File: src/rtl/jace_ps2_keyboard_pkg.sv
// Shared constants and types for the Jupiter Ace PS/2 keyboard front end.
// Holds the set-2 prefix codes, special key codes and the keymap result record.
package jace_ps2_keyboard_pkg;

  localparam logic [7:0] PS2_EXT = 8'hE0;
  localparam logic [7:0] PS2_REL = 8'hF0;
  localparam logic [7:0] PS2_F12 = 8'h07;
  localparam logic [7:0] PS2_SYM = 8'h14;

  localparam int NUM_ROWS = 8;
  localparam int NUM_COLS = 5;

  localparam logic [2:0] ROW_SYM = 3'd0;
  localparam logic [2:0] COL_SYM = 3'd1;

  typedef struct packed {
    logic       hit;
    logic [2:0] row;
    logic [2:0] col;
  } key_pos_t;

  function automatic key_pos_t key_at(input logic [2:0] r, input logic [2:0] c);
    key_pos_t k;
    k.hit = 1'b1;
    k.row = r;
    k.col = c;
    return k;
  endfunction

endpackage

File: src/rtl/jace_ps2_rx.sv
// PS/2 byte receiver: pin synchronisers, ps2clk glitch filter, frame FSM and
// mid-frame timeout. Emits a one-clock valid pulse per good byte, error per bad one.
module jace_ps2_rx #(
  parameter int FILTER_LEN = 8,
  parameter int TIMEOUT    = 13000
) (
  input  logic       clk,
  input  logic       rst_n,
  input  logic       i_ps2clk,
  input  logic       i_ps2data,
  output logic [7:0] o_byte,
  output logic       o_valid,
  output logic       o_error
);

  localparam logic [1:0] ST_IDLE   = 2'd0;
  localparam logic [1:0] ST_DATA   = 2'd1;
  localparam logic [1:0] ST_PARITY = 2'd2;
  localparam logic [1:0] ST_STOP   = 2'd3;
  localparam int         TW        = $clog2(TIMEOUT + 1);

  logic [1:0]            r_clk_sync;
  logic [1:0]            r_dat_sync;
  logic [FILTER_LEN-1:0] r_filt;
  logic                  r_clk_filt;
  logic [1:0]            r_state;
  logic [2:0]            r_bit_cnt;
  logic [7:0]            r_shift;
  logic                  r_parity;
  logic [TW-1:0]         r_tmo;
  logic                  w_fall;
  logic                  w_dat;

  // One-cycle strobe on the cycle the filtered clock is about to drop.
  assign w_fall = r_clk_filt && (r_filt == '0);
  assign w_dat  = r_dat_sync[1];

  always_ff @(posedge clk) begin
    if (!rst_n) begin
      r_clk_sync <= 2'b11;
      r_dat_sync <= 2'b11;
      r_filt     <= '1;
      r_clk_filt <= 1'b1;
      r_state    <= ST_IDLE;
      r_bit_cnt  <= '0;
      r_shift    <= '0;
      r_parity   <= 1'b0;
      r_tmo      <= '0;
      o_byte     <= '0;
      o_valid    <= 1'b0;
      o_error    <= 1'b0;
    end else begin
      r_clk_sync <= {r_clk_sync[0], i_ps2clk};
      r_dat_sync <= {r_dat_sync[0], i_ps2data};
      r_filt     <= {r_filt[FILTER_LEN-2:0], r_clk_sync[1]};
      if (r_filt == '1) begin
        r_clk_filt <= 1'b1;
      end else if (r_filt == '0) begin
        r_clk_filt <= 1'b0;
      end
      o_valid <= 1'b0;
      o_error <= 1'b0;
      if (w_fall) begin
        r_tmo <= '0;
        case (r_state)
          ST_IDLE: begin
            if (!w_dat) begin
              r_state   <= ST_DATA;
              r_bit_cnt <= '0;
              r_parity  <= 1'b0;
            end
          end
          ST_DATA: begin
            r_shift   <= {w_dat, r_shift[7:1]};
            r_parity  <= r_parity ^ w_dat;
            r_bit_cnt <= r_bit_cnt + 3'd1;
            if (r_bit_cnt == 3'd7) begin
              r_state <= ST_PARITY;
            end
          end
          ST_PARITY: begin
            r_parity <= r_parity ^ w_dat;
            r_state  <= ST_STOP;
          end
          default: begin
            r_state <= ST_IDLE;
            o_byte  <= r_shift;
            if (r_parity && w_dat) begin
              o_valid <= 1'b1;
            end else begin
              o_error <= 1'b1;
            end
          end
        endcase
      end else if (r_state != ST_IDLE) begin
        if (r_tmo == TW'(TIMEOUT - 1)) begin
          r_state <= ST_IDLE;
          r_tmo   <= '0;
        end else begin
          r_tmo <= r_tmo + TW'(1);
        end
      end
    end
  end

endmodule

File: src/rtl/jace_ps2_keyboard.sv
// Set-2 scan code decoder driving the 8x5 Jupiter Ace key matrix, answering the
// CPU row scan with active-low columns and flagging F12 as a user reset request.
module jace_ps2_keyboard
  import jace_ps2_keyboard_pkg::*;
#(
  parameter int FILTER_LEN = 8,
  parameter int TIMEOUT    = 13000
) (
  input  logic       clk,
  input  logic       rst_n,
  input  logic       ps2clk,
  input  logic       ps2data,
  input  logic [7:0] rows,
  output logic [4:0] kbdcols,
  output logic       user_reset
);

  logic [7:0]                          w_byte;
  logic                                w_valid;
  logic                                w_error;
  key_pos_t                            w_key;
  logic [NUM_ROWS-1:0][NUM_COLS-1:0]   r_matrix;
  logic [NUM_ROWS-1:0][NUM_COLS-1:0]   w_masked;
  logic [NUM_COLS-1:0]                 w_any;
  logic                                r_ext;
  logic                                r_rel;
  logic                                r_user_reset;

  jace_ps2_rx #(
    .FILTER_LEN(FILTER_LEN),
    .TIMEOUT   (TIMEOUT)
  ) u_rx (
    .clk      (clk),
    .rst_n    (rst_n),
    .i_ps2clk (ps2clk),
    .i_ps2data(ps2data),
    .o_byte   (w_byte),
    .o_valid  (w_valid),
    .o_error  (w_error)
  );

  function automatic key_pos_t keymap(input logic ext, input logic [7:0] code);
    key_pos_t k;
    k = '0;
    if (ext) begin
      if (code == PS2_SYM) k = key_at(ROW_SYM, COL_SYM);
    end else begin
      case (code)
        8'h12, 8'h59: k = key_at(3'd0, 3'd0);
        8'h14: k = key_at(3'd0, 3'd1);  8'h1A: k = key_at(3'd0, 3'd2);
        8'h22: k = key_at(3'd0, 3'd3);  8'h21: k = key_at(3'd0, 3'd4);
        8'h1C: k = key_at(3'd1, 3'd0);  8'h1B: k = key_at(3'd1, 3'd1);
        8'h23: k = key_at(3'd1, 3'd2);  8'h2B: k = key_at(3'd1, 3'd3);
        8'h34: k = key_at(3'd1, 3'd4);
        8'h15: k = key_at(3'd2, 3'd0);  8'h1D: k = key_at(3'd2, 3'd1);
        8'h24: k = key_at(3'd2, 3'd2);  8'h2D: k = key_at(3'd2, 3'd3);
        8'h2C: k = key_at(3'd2, 3'd4);
        8'h16: k = key_at(3'd3, 3'd0);  8'h1E: k = key_at(3'd3, 3'd1);
        8'h26: k = key_at(3'd3, 3'd2);  8'h25: k = key_at(3'd3, 3'd3);
        8'h2E: k = key_at(3'd3, 3'd4);
        8'h45: k = key_at(3'd4, 3'd0);  8'h46: k = key_at(3'd4, 3'd1);
        8'h3E: k = key_at(3'd4, 3'd2);  8'h3D: k = key_at(3'd4, 3'd3);
        8'h36: k = key_at(3'd4, 3'd4);
        8'h4D: k = key_at(3'd5, 3'd0);  8'h44: k = key_at(3'd5, 3'd1);
        8'h43: k = key_at(3'd5, 3'd2);  8'h3C: k = key_at(3'd5, 3'd3);
        8'h35: k = key_at(3'd5, 3'd4);
        8'h5A: k = key_at(3'd6, 3'd0);  8'h4B: k = key_at(3'd6, 3'd1);
        8'h42: k = key_at(3'd6, 3'd2);  8'h3B: k = key_at(3'd6, 3'd3);
        8'h33: k = key_at(3'd6, 3'd4);
        8'h29: k = key_at(3'd7, 3'd0);  8'h3A: k = key_at(3'd7, 3'd1);
        8'h31: k = key_at(3'd7, 3'd2);  8'h32: k = key_at(3'd7, 3'd3);
        8'h2A: k = key_at(3'd7, 3'd4);
        default: k = '0;
      endcase
    end
    return k;
  endfunction

  assign w_key = keymap(r_ext, w_byte);

  always_ff @(posedge clk) begin
    if (!rst_n) begin
      r_matrix     <= '0;
      r_ext        <= 1'b0;
      r_rel        <= 1'b0;
      r_user_reset <= 1'b0;
    end else begin
      r_user_reset <= 1'b0;
      if (w_error) begin
        r_ext <= 1'b0;
        r_rel <= 1'b0;
      end else if (w_valid) begin
        if (w_byte == PS2_EXT) begin
          r_ext <= 1'b1;
        end else if (w_byte == PS2_REL) begin
          r_rel <= 1'b1;
        end else begin
          if (w_key.hit) begin
            r_matrix[w_key.row][w_key.col] <= ~r_rel;
          end
          if (!r_ext && !r_rel && (w_byte == PS2_F12)) begin
            r_user_reset <= 1'b1;
          end
          r_ext <= 1'b0;
          r_rel <= 1'b0;
        end
      end
    end
  end

  // Every selected row ORs into the column read-back, ghosting like a passive matrix.
  generate
    for (genvar gi = 0; gi < NUM_ROWS; gi++) begin : g_row
      assign w_masked[gi] = rows[gi] ? '0 : r_matrix[gi];
    end
  endgenerate

  always_comb begin
    w_any = '0;
    for (int n = 0; n < NUM_ROWS; n++) begin
      w_any = w_any | w_masked[n];
    end
  end

  assign kbdcols    = ~w_any;
  assign user_reset = r_user_reset;

endmodule

File: config.mk
export PLATFORM = sky130hd
export DESIGN_NAME = jace_ps2_keyboard
export DESIGN_NICKNAME = d
export VERILOG_FILES = /design/src/rtl/jace_ps2_keyboard_pkg.sv /design/src/rtl/jace_ps2_rx.sv /design/src/rtl/jace_ps2_keyboard.sv
export SDC_FILE = /design/constraint.sdc
export NUM_CORES = 1
export LEC_CHECK = 0
export CAP_MARGIN = 0
export CORE_MARGIN = 5
export CORE_UTILIZATION = 55
export DETAILED_ROUTE_END_ITERATION = 8
export PLACE_DENSITY_LB_ADDON = 0.2
export SYNTH_ARGS = -nofsm -noshare
export SYNTH_HDL_FRONTEND = slang
export SYNTH_HIERARCHICAL = 1
export SYNTH_SLANG_ARGS = --single-unit
File: constraint.sdc
create_clock -name clk -period 3.3 [get_ports clk]
set_input_delay 0.66 -clock clk [delete_from_list [all_inputs] [get_ports clk]]
set_output_delay 0.66 -clock clk [all_outputs]
set_load 0.005 [all_outputs]
==> impl_metrics.tcl <==
set metrics [dict create \
    antenna_left 0 \
    insertion_delay_ps 360 \
    arrival_ps 2260 \
    startpoint "rows[5]" \
    hpwl_mm 8.32 \
    fp.coreArea_um2 9240 \
    grt_overflow 0 \
    syn_inst 629 \
    worst_setup_path_start_kind "input port" \
    crit_type "in2out" \
    synth-seq-area-share 0.360 \
    numCtsBuffers 9 \
    synth_area_leaders "dfxtp_1 (36%), mux2i_1 (8.6%), nand2_1 (6.8%), nand3_1 (5.0%), inv_1 (3.7%)" \
    cap_violations 0 \
    dieHeight_um 107 \
    vias 4401 \
    peakVddDrop_mv 0.227 \
    clkSinkCount 94 \
    wl_met1_mm 5.22 \
    rows 35 \
    gr-usage-all-layers 0.205 \
    clockBufferDepth 2 \
    drive_gt1_frac 0.0755 \
    cp_top_family "buffers and inverters" \
    cts_tree "built" \
    finalCritPeriodShare 0.884 \
    cts_post_setup_buffers_inserted 0 \
    placed_area_um2 5420 \
    dp_cells 749 \
    outcome "complete, no violations" \
    crit_fanout 5 \
    grt_max_degree 42 \
    r2r_start "u_rx/o_byte[1]" \
    synth_async_sr_flop_share 0 \
    worst_slack_ps 382 \
    syn_nets 656 \
    initial_core_util 0.565 \
    fin_util 0.610 \
    crit_chain "clkdlybuf4s50_1 > o22ai_1 > nor4_1 > clkdlybuf4s50_1" \
    grt_setup_unrepaired "no" \
    seqPwrFrac 0.567 \
    fin_crit_ps 2920 \
    hp-class "reg2reg" \
    ctsHoldBuffers 0 \
    hold_viol_final 0 \
    fin_cells 765 \
    slowest_delay_ps 600 \
    synth_edf_count 0 \
    switching_share 0.233 \
    highest-signal-layer "met4" \
    ys_warn_count 6 \
    power_frac_clock 0.405 \
    finClkSkew_ps 19.8 \
    worstPathRequired_ps 2640 \
    synth_common_cells "dfxtp_1 (94), nand2_1 (94), nand3_1 (52)" \
    worstHoldStart "u_rx/r_dat_sync[0]" \
    ys_seq_elements 94 \
    fin_nets 658 \
    area_delta_synth_final_pct 7.86 \
    finalWirelength_mm 11.5 \
    n_antenna_cell 0 \
    synth_cell_types 72 \
    grt_pass1_wl_mm 19.6 \
    register_area_um2 1880 \
    fin_area_um2 5630 \
    drc 0 \
    worstMarginPinSlew_ps 606 \
    synthFlopType "dfxtp_1" \
    critPathSlowestCell "clkdlybuf4s50_1" \
    wl_met3_um 521 \
    htree_levels 3 \
    n_fill_cell 808 \
    wl_met2_mm 5.52 \
    combPwrFrac 0.027 \
    critPathCaptureType "output pin" \
    drt-wirelength-per-cell_um 15.1 \
    syn_avg_cell_area_um2 8.30 \
    post-place-ws_ps 427 \
    fmax_ghz 0.343 \
    synth_area_leader_cell "dfxtp_1" \
    first_iter_violations 208 \
    p_leak_nw 2.04 \
    via_per_inst 5.75 \
    slew_viol_final 0 \
    p_switching_mw 0.468 \
    setup_viol 0 \
    setup_tns_ps 0 \
    grt_pass1_vias 4247 \
    power_density_nw_per_um2 356 \
    port-buffer-count 17 \
    boundaryPins 18 \
    antenna_found_initial 0 \
    path_buf_inv 2 \
    dieArea_um2 11500 \
    relSlewSlack 0.593 \
    root_buffer "clkbuf_8" \
    synth_area_um2 5220 \
    clk_pin_slew_worst_paths_ps 90 \
    cts_resized 0 \
    place.gp.congestion 0.939 \
    die_x_um 107 \
    synth_top_area_frac 0.360 \
    power.internal_mw 1.54 \
    dr.pass1.iters 5 \
    crit_path_frequent_cell "clkdlybuf4s50_1" \
    multi_input_comb_area_um2 2960 \
]
[layout make-up]
type	count	area share
flip-flops and latches	94	0.334
clock buffers	10	0.0244
repair buffers	24	0.0386
clock inverters	6	0.0140
well taps	129	0.0287
multi-input cells	450	0.526
inverters	52	0.0347
[power groups by stage]
| stage | combinational, mW | clock (mW) | sequential (mW) |
|---|---|---|---|
| after floorplan | 0.0290 | 0 | 1.16 |
| after global placement | 0.0528 | 0 | 1.16 |
| after detailed placement | 0.0544 | 0 | 1.16 |
| after CTS | 0.0546 | 0.829 | 1.14 |
| after global routing | 0.0595 | 0.873 | 1.14 |
| final | 0.0550 | 0.813 | 1.14 |
[path summary, 6_finish.rpt]
path | endpoint | slack (ps) | depth (start not counted)
worst max-delay path | kbdcols[4] | 380 | 4
worst min-delay path | u_rx/r_dat_sync[1] | 410 | 1
worst max register to register | r_matrix[15] | 500 | 10
worst min register to register | u_rx/r_dat_sync[1] | 410 | 1
[worst reg2reg max path, stage by stage, from the launching register on]
cell and delay [ps]:
dfxtp_1 550, inv_1 140, ha_1 270, mux2_4 280, a32oi_2 230, a21oi_1 120
or2_4 270, nor3_4 330, buf_4 240, nand3_1 110, mux2i_1 150
[placed cells by master, fill, tap and decap left out, types with 15 or more instances in the layout]
cell type	synthesis	layout
nor2_1	30	30
mux2i_1	45	45
inv_1	51	51
a21oi_1	27	27
ha_1	15	15
o22ai_1	22	22
clkdlybuf4s50_1	0	16
nand3_1	52	52
nand2_1	94	94
dfxtp_1	94	94
nand2b_1	22	22
[per-stage QoR]
stage	hold slack, ps	power [mW]
6_report	414	2.01
5_1_grt	424	2.07
4_1_cts	414	2.02
3_5_place_dp	393	1.22
3_3_place_gp	390	1.22
2_1_floorplan	386	1.19
[per-layer routing]
layer	vias to the layer above	global-route usage
li1	2191	-
met1	2064	0.261
met2	123	0.347
met3	23	0.0336
met4	0	0.0794
met5	-	0
[sequential cells by signal, indices dropped and copies added, names as in the netlist]
name	flops
r_rel	1
u_rx/r_bit_cnt	3
user_reset	1
u_rx/r_tmo	14
u_rx/o_valid	1
r_matrix	40
u_rx/r_state	2
u_rx/o_error	1
u_rx/r_shift	8
u_rx/r_parity	1
u_rx/r_dat_sync	2
u_rx/r_filt	8
r_ext	1
u_rx/r_clk_filt	1
u_rx/o_byte	8
u_rx/r_clk_sync	2
[logic make-up after synthesis]
| family | Yosys count | share of synthesized area |
|---|---|---|
| flops | 94 | 0.360 |
| fa+ha+maj | 15 | 0.0359 |
| simple gates | 283 | 0.296 |
| mux | 47 | 0.0913 |
| xor+xnor | 14 | 0.0235 |
| compound gates | 91 | 0.120 |
| buf+inv | 85 | 0.0728 |
Power figures use the tool's default switching activity.
